`src/rtl/sram_arb_pkg.sv`:
```
// Shared definitions for the SRAM arbiter: FSM encoding, requester IDs and
// the access-counter width.
package sram_arb_pkg;

  localparam int CNT_W = 4;

  typedef enum logic [1:0] {
    IDLE   = 2'd0,
    ACCESS = 2'd1,
    DONE   = 2'd2
  } state_t;

  typedef enum logic {
    GNT_CPU = 1'b0,
    GNT_DMA = 1'b1
  } gnt_t;

  function automatic gnt_t other_id(input gnt_t id);
    return (id == GNT_CPU) ? GNT_DMA : GNT_CPU;
  endfunction

endpackage

```
`src/rtl/sram_arb_pick.sv`:
```
// Combinational grant selection: a lone requester wins outright, a tie goes
// to the requester that was not granted last.
module sram_arb_pick
  import sram_arb_pkg::*;
(
  input  logic cpu_req,
  input  logic dma_req,
  input  gnt_t last_grant,
  output gnt_t grant,
  output logic valid
);

  always_comb begin
    // NOTE: every output gets a default before any branch, so no path can
    // leave one unassigned and infer a latch.
    valid = cpu_req | dma_req;
    grant = GNT_CPU;
    if (cpu_req && dma_req) begin
      grant = other_id(last_grant);
    end else if (dma_req) begin
      grant = GNT_DMA;
    end
  end

endmodule

```
`src/rtl/sram_arbiter.sv`:
```
// Two-port (CPU / DMA) arbiter for an asynchronous external SRAM.
// Define SRAM_ARB_RR_EN for round-robin tie-breaking; default is CPU priority.
module sram_arbiter
  import sram_arb_pkg::*;
#(
  parameter int ADDR_W        = 19,
  parameter int DATA_W        = 8,
  parameter int ACCESS_CYCLES = 2
) (
  input  logic              clk,
  input  logic              rst,

  input  logic              cpu_req,
  input  logic              cpu_we,
  input  logic [ADDR_W-1:0] cpu_addr,
  input  logic [DATA_W-1:0] cpu_wdata,
  output logic [DATA_W-1:0] cpu_rdata,
  output logic              cpu_ack,

  input  logic              dma_req,
  input  logic              dma_we,
  input  logic [ADDR_W-1:0] dma_addr,
  input  logic [DATA_W-1:0] dma_wdata,
  output logic [DATA_W-1:0] dma_rdata,
  output logic              dma_ack,

  output logic [ADDR_W-1:0] sram_a,
  output logic [DATA_W-1:0] sram_d_out,
  input  logic [DATA_W-1:0] sram_d_in,
  output logic              sram_cs,
  output logic              sram_oe,
  output logic              sram_we,

  output logic              busy
);

  localparam logic [CNT_W-1:0] CNT_INIT = CNT_W'(ACCESS_CYCLES);
  localparam logic [CNT_W-1:0] CNT_LAST = CNT_W'(1);

  state_t            state, state_nxt;
  logic [CNT_W-1:0]  count, count_nxt;
  logic              wr;
  gnt_t              gnt;
  gnt_t              last_grant;
  gnt_t              pick_grant;
  logic              pick_valid;

  logic grant_now;
  logic read_done;

  assign grant_now = (state == IDLE) && pick_valid;
  assign read_done = (state == ACCESS) && (count == CNT_LAST) && !wr;

  sram_arb_pick u_pick (
    .cpu_req    (cpu_req),
    .dma_req    (dma_req),
    .last_grant (last_grant),
    .grant      (pick_grant),
    .valid      (pick_valid)
  );

`ifdef SRAM_ARB_RR_EN
  always_ff @(posedge clk) begin
    if (rst) begin
      last_grant <= GNT_DMA;
    end else if (grant_now) begin
      last_grant <= pick_grant;
    end
  end
`else
  // Tying last_grant to DMA makes every tie resolve to the CPU.
  assign last_grant = GNT_DMA;
`endif

  always_ff @(posedge clk) begin
    // NOTE: sequential state uses non-blocking assignments so every register
    // samples the pre-edge values, independent of statement order.
    if (rst) begin
      state      <= IDLE;
      count      <= '0;
      wr         <= 1'b0;
      gnt        <= GNT_CPU;
      sram_a     <= '0;
      sram_d_out <= '0;
      cpu_rdata  <= '0;
      dma_rdata  <= '0;
    end else begin
      state <= state_nxt;
      count <= count_nxt;

      if (grant_now) begin
        gnt <= pick_grant;
        if (pick_grant == GNT_DMA) begin
          sram_a     <= dma_addr;
          sram_d_out <= dma_wdata;
          wr         <= dma_we;
        end else begin
          sram_a     <= cpu_addr;
          sram_d_out <= cpu_wdata;
          wr         <= cpu_we;
        end
      end

      // Read data is taken on the edge that closes the strobe window.
      if (read_done) begin
        if (gnt == GNT_DMA) begin
          dma_rdata <= sram_d_in;
        end else begin
          cpu_rdata <= sram_d_in;
        end
      end
    end
  end

  always_comb begin
    state_nxt = state;
    count_nxt = count;
    sram_cs   = 1'b0;
    sram_oe   = 1'b0;
    sram_we   = 1'b0;
    cpu_ack   = 1'b0;
    dma_ack   = 1'b0;

    case (state)
      IDLE: begin
        if (pick_valid) begin
          state_nxt = ACCESS;
          count_nxt = CNT_INIT;
        end
      end
      ACCESS: begin
        sram_cs   = 1'b1;
        sram_oe   = !wr;
        sram_we   = wr;
        count_nxt = count - CNT_LAST;
        if (count == CNT_LAST) begin
          state_nxt = DONE;
        end
      end
      DONE: begin
        cpu_ack   = (gnt == GNT_CPU);
        dma_ack   = (gnt == GNT_DMA);
        state_nxt = IDLE;
      end
      default: begin
        state_nxt = IDLE;
      end
    endcase
  end

  assign busy = (state != IDLE);

endmodule

```
`config.mk`:
```
export PLATFORM = sky130hd
export DESIGN_NAME = sram_arbiter
export DESIGN_NICKNAME = d
export VERILOG_FILES = /design/src/rtl/sram_arb_pkg.sv /design/src/rtl/sram_arb_pick.sv /design/src/rtl/sram_arbiter.sv
export SDC_FILE = /design/constraint.sdc
export NUM_CORES = 1
export LEC_CHECK = 0
export BUFFER_PORTS_ARGS = -buffer_cell sky130_fd_sc_hd__clkbuf_2
export CORE_ASPECT_RATIO = 0.8
export CORE_UTILIZATION = 34
export CTS_CLUSTER_DIAMETER = 100
export DETAILED_ROUTE_END_ITERATION = 16
export SLEW_MARGIN = 20
export SYNTH_ARGS = -nofsm -noshare
export SYNTH_HDL_FRONTEND = slang
export SYNTH_SLANG_ARGS = --single-unit
```
`constraint.sdc`:
```
create_clock -name clk -period 1.82 [get_ports clk]
set_input_delay 0.364 -clock clk [delete_from_list [all_inputs] [get_ports clk]]
set_output_delay 0.364 -clock clk [all_outputs]
set_load 0.02 [all_outputs]
```
==> implementation parameters <==
Parameter                              Value

Run status
  Result of the run ... completed

Routing
  Drt first pass iters ... 4
  Routed WL ... approximately 6200 µm
  Vias/cell ... 4.93
  Violation count after the first detailed-route iteration ... 114
  Routed len/inst ... 13.3 µm
  Post-route antenna net violation count ... 0
  Vias post-DR ... 2309
  DRC Markers ... 0

Logic synthesis
  Avg Inst Size Synth ... around 8.6 µm²
  Portion of the post-synthesis area used by sequential elements ... between 40 and 50%
  Post-Syn Area ... ~2300 µm²
  Number of synthesized register bits ... approximately 50
  Most area-hungry cell type in the Yosys netlist ... sky130_fd_sc_hd__dfxtp_1
  Synth cell types ... 30
  Share of the synthesized area in the top cell type ... roughly 44%
  Total number of yosys warnings ... 0
  Top cells by area in the synthesized netlist ... sky130_fd_sc_hd__dfxtp_1 (44%), sky130_fd_sc_hd__a311oi_1 (11%), sky130_fd_sc_hd__nand2_1 (9.9%), sky130_fd_sc_hd__nand2b_1 (7.0%), sky130_fd_sc_hd__a21oi_1 (6.9%)
  Syn_nets ... between 300 and 400
  Cell count after synthesis ... 269

Critical path
  CP max-delay cell ... sky130_fd_sc_hd__dfxtp_1
  Element type at the critical path start ... flip-flop
  Highest cell delay on the worst timing path ... roughly 0.36 ns
  Path type of the worst setup path ... reg -> out
  Required time of the worst setup path ... between 1 and 1.5 ns
  Worst R2R Path Depth ... 5
  Startpoint of the worst-slack reg-to-reg timing path ... count[1]
  Max FO, Critical Path ... 6
  Data arrival time of the worst path ... between 1 and 1.5 ns
  R2R setup slack ... ~0.17 ns
  Worst reg2reg endpoint ... cpu_rdata[6]
  Worst path buffer plus inverter count ... 2
  Gate family responsible for the most delay along the worst path ... flip-flops
  Endpoint class of the critical path ... primary output
  Cell Chain, Critical Path ... nand2b_2 -> buf_4 -> nor2_1 -> clkbuf_2

Layout
  Fraction of final layout cells sized beyond drive strength 1 ... roughly two fifths
  Post-Layout Inst Area ... ~3100 µm²
  Area added between synthesis and finish ... 34.3%
  Fillers ... approximately 670
  Area taken by flip-flops and latches ... 1020 µm²
  Nets ... 453
  Number of antenna cells inserted ... 0
  Area of the multi-input gates ... 1190 µm²
  Highest-count cells in the layout ignoring fill and taps ... sky130_fd_sc_hd__clkbuf_2 (116), sky130_fd_sc_hd__nand2_1 (61), sky130_fd_sc_hd__dfxtp_1 (51)
  Most common cell after layout, fill and taps aside ... sky130_fd_sc_hd__clkbuf_2

CTS
  CTS clock-pin slew for the worst setup and hold paths ... approximately 0.10 ns
  Maximum buffer depth of the clock tree ... 2
  Clock tree from TritonCTS ... done
  Sink count of the clock tree ... between 50 and 60
  Cts hold-fix bufs ... 0
  Clock network latency to the later pin of the worst-skew pair ... around 0.30 ns
  Maximum level of the CTS H-tree ... 2
  Number of clock buffers inserted by TritonCTS ... 5
  CTS Root Buffer Type ... sky130_fd_sc_hd__clkbuf_8
  Number of buffers inserted to repair setup after CTS ... 0

Die
  Top-level I/O count ... 117
  Chip Width ... ~94 µm
  Die outline height ... around 76 µm
  DIE AREA ... around 7100 µm²
  Num rows ... 26
  Initial cell density of the core ... a little over a third
  Area of the placeable core ... roughly 6500 µm²

STA
  Number of hold violations in the final report ... 0
  Final setup violation count ... 0
  Worst-Margin Slew ... 0.706 ns
  Final worst path period need ... roughly 1.7 ns
  Clock Skew ... 0.00707 ns
  Worst slew margin ... between 50% and 60%
  Maximum clock rate ... roughly 590 MHz
  Final cycle utilization of the critical path ... between 90 and 100%
  Setup repair after global routing missed its margin ... no
  Max-slew violation total from the final report ... 0
  Final hold slack ... ~0.3 ns

Placement
  Post-DP HPWL ... ~4500 µm
  Final weighted congestion in routability-driven placement ... ~0.75
  Cell area after placement ... 3010 µm²
  Number of port buffers ... about 120

GRT
  Antenna violations before repair ... 0
  Aggregate global routing overflow ... 0
  Number of global-route vias before repair ... approximately 2100
  First-pass GRT wire length ... around 9800 µm
  Pin count of the biggest net entering global routing ... 32
  All-layer global routing usage ... between 10% and 20%

Power
  Highest ir drop seen on vdd ... 0.000298 V
  Reported leakage power ... 1.48 nW
  Power per Cell Area ... 814 nW/µm²

Min path
  Path category of the worst min-delay check ... in -> reg
  Endpoint of the worst hold path ... sram_d_out[2]
  HP Start ... dma_wdata[2]
  Hold path cells ... 3

Flow run
  Max-capacitance violation count ... 0
## cell type report
class	instances	area share, %
inverters	4	0.485
clock buffers	5	2.22
repair buffers	129	21.9
well taps	84	3.39
multi-input cells	192	38.6
flip-flops and latches	51	33.0
clock inverters	3	0.485
## synth_stat cells
library cell	count
sky130_fd_sc_hd__a21oi_1	32
sky130_fd_sc_hd__a221oi_1	1
sky130_fd_sc_hd__a311oi_1	28
sky130_fd_sc_hd__and2_1	2
sky130_fd_sc_hd__and3b_1	1
sky130_fd_sc_hd__buf_1	2
sky130_fd_sc_hd__buf_2	7
sky130_fd_sc_hd__clkbuf_1	13
sky130_fd_sc_hd__dfxtp_1	51
sky130_fd_sc_hd__ha_1	2
sky130_fd_sc_hd__inv_1	4
sky130_fd_sc_hd__mux2_2	1
sky130_fd_sc_hd__mux2i_1	16
sky130_fd_sc_hd__nand2_1	61
sky130_fd_sc_hd__nand2b_1	26
sky130_fd_sc_hd__nand3b_1	1
sky130_fd_sc_hd__nor2_1	6
sky130_fd_sc_hd__nor2b_1	1
sky130_fd_sc_hd__nor3_1	2
sky130_fd_sc_hd__nor3b_1	2
sky130_fd_sc_hd__nor4_1	1
sky130_fd_sc_hd__nor4_4	1
sky130_fd_sc_hd__nor4bb_1	1
sky130_fd_sc_hd__o211ai_1	1
sky130_fd_sc_hd__o21ai_0	1
sky130_fd_sc_hd__or2_2	1
sky130_fd_sc_hd__or2b_1	1
sky130_fd_sc_hd__or3b_4	1
sky130_fd_sc_hd__or4_4	1
sky130_fd_sc_hd__xor2_1	1
## layer usage
| metal | share of wire, % | vias up | GRT usage (%) | wire length (µm) |
|---|---|---|---|---|
| met3 | 4.4 | 5 | 3.49 | 275 |
| met2 | 49 | 55 | 32.0 | 3030 |
| li1 | - | 1175 | - | - |
| met4 | 0.85 | 0 | 4.10 | 53 |
| met5 | 0 | - | 0 | 0 |
| met1 | 46 | 1074 | 21.6 | 2860 |
## worst reg2reg max path, stage by stage (launching register included)
cell                      delay, ns
sky130_fd_sc_hd__dfxtp_1       0.33
sky130_fd_sc_hd__inv_1         0.08
sky130_fd_sc_hd__ha_1          0.15
sky130_fd_sc_hd__or3b_4        0.41
sky130_fd_sc_hd__or4_4         0.45
sky130_fd_sc_hd__mux2i_1       0.13
## timing repair
action / CTS / global route
setup endpoints to repair: 0 / 1
hold endpoints to repair: 0 / 0
gates resized for setup: 0 / 2
## power by group
part	switching (mW)	total, mW	internal [mW]	leakage (nW)
Combinational	0.364	0.612	0.249	1.01
Clock	0.380	0.645	0.264	0.0477
Sequential	0.0581	1.26	1.21	0.419
Total	0.802	2.52	1.72	1.48
## state kept, by name (all words and copies together) (netlist names)
| name | count |
|---|---|
| sram_a | 19 |
| cpu_rdata | 8 |
| dma_rdata | 8 |
| sram_d_out | 8 |
| count | 4 |
| state | 2 |
| gnt | 1 |
| wr | 1 |
## cell families (layout without fill, tap and decap cells)
kind of cell	count (synthesis)	after routing	synth area share (%)
compound gates	63	63	18.5
xor+xnor	1	1	0.380
fa+ha+maj	2	2	1.08
buf+inv	26	141	4.61
flops	51	51	44.3
mux	17	17	7.43
simple gates	109	109	23.8
## how the worst max path moves through the flow
stage / start / end / cells past startpoint
CTS: state[1] / sram_we / 4
floorplan: count[1] / cpu_rdata[5] / 5
global placement: state[0] / sram_a[0] / 4
detailed placement: count[0] / cpu_rdata[5] / 4
global route: state[1] / sram_we / 4
finish: state[1] / sram_oe / 4
## through the flow
stage                     setup TNS (ns)  util (%)  std cells  setup WS, ns  power, mW
final                                  0      47.9        468         0.138       2.52
after global routing                   0      47.9        468        0.0642       2.66
after CTS                              0      47.8        468        0.0408       2.55
after detailed placement               0      46.5        460         0.168       1.91
after global placement             -1.89      46.4        460       -0.0708       1.89
after floorplan                        0         -        269         0.247       1.66
Note: power is estimated with default switching activity, not from simulation.
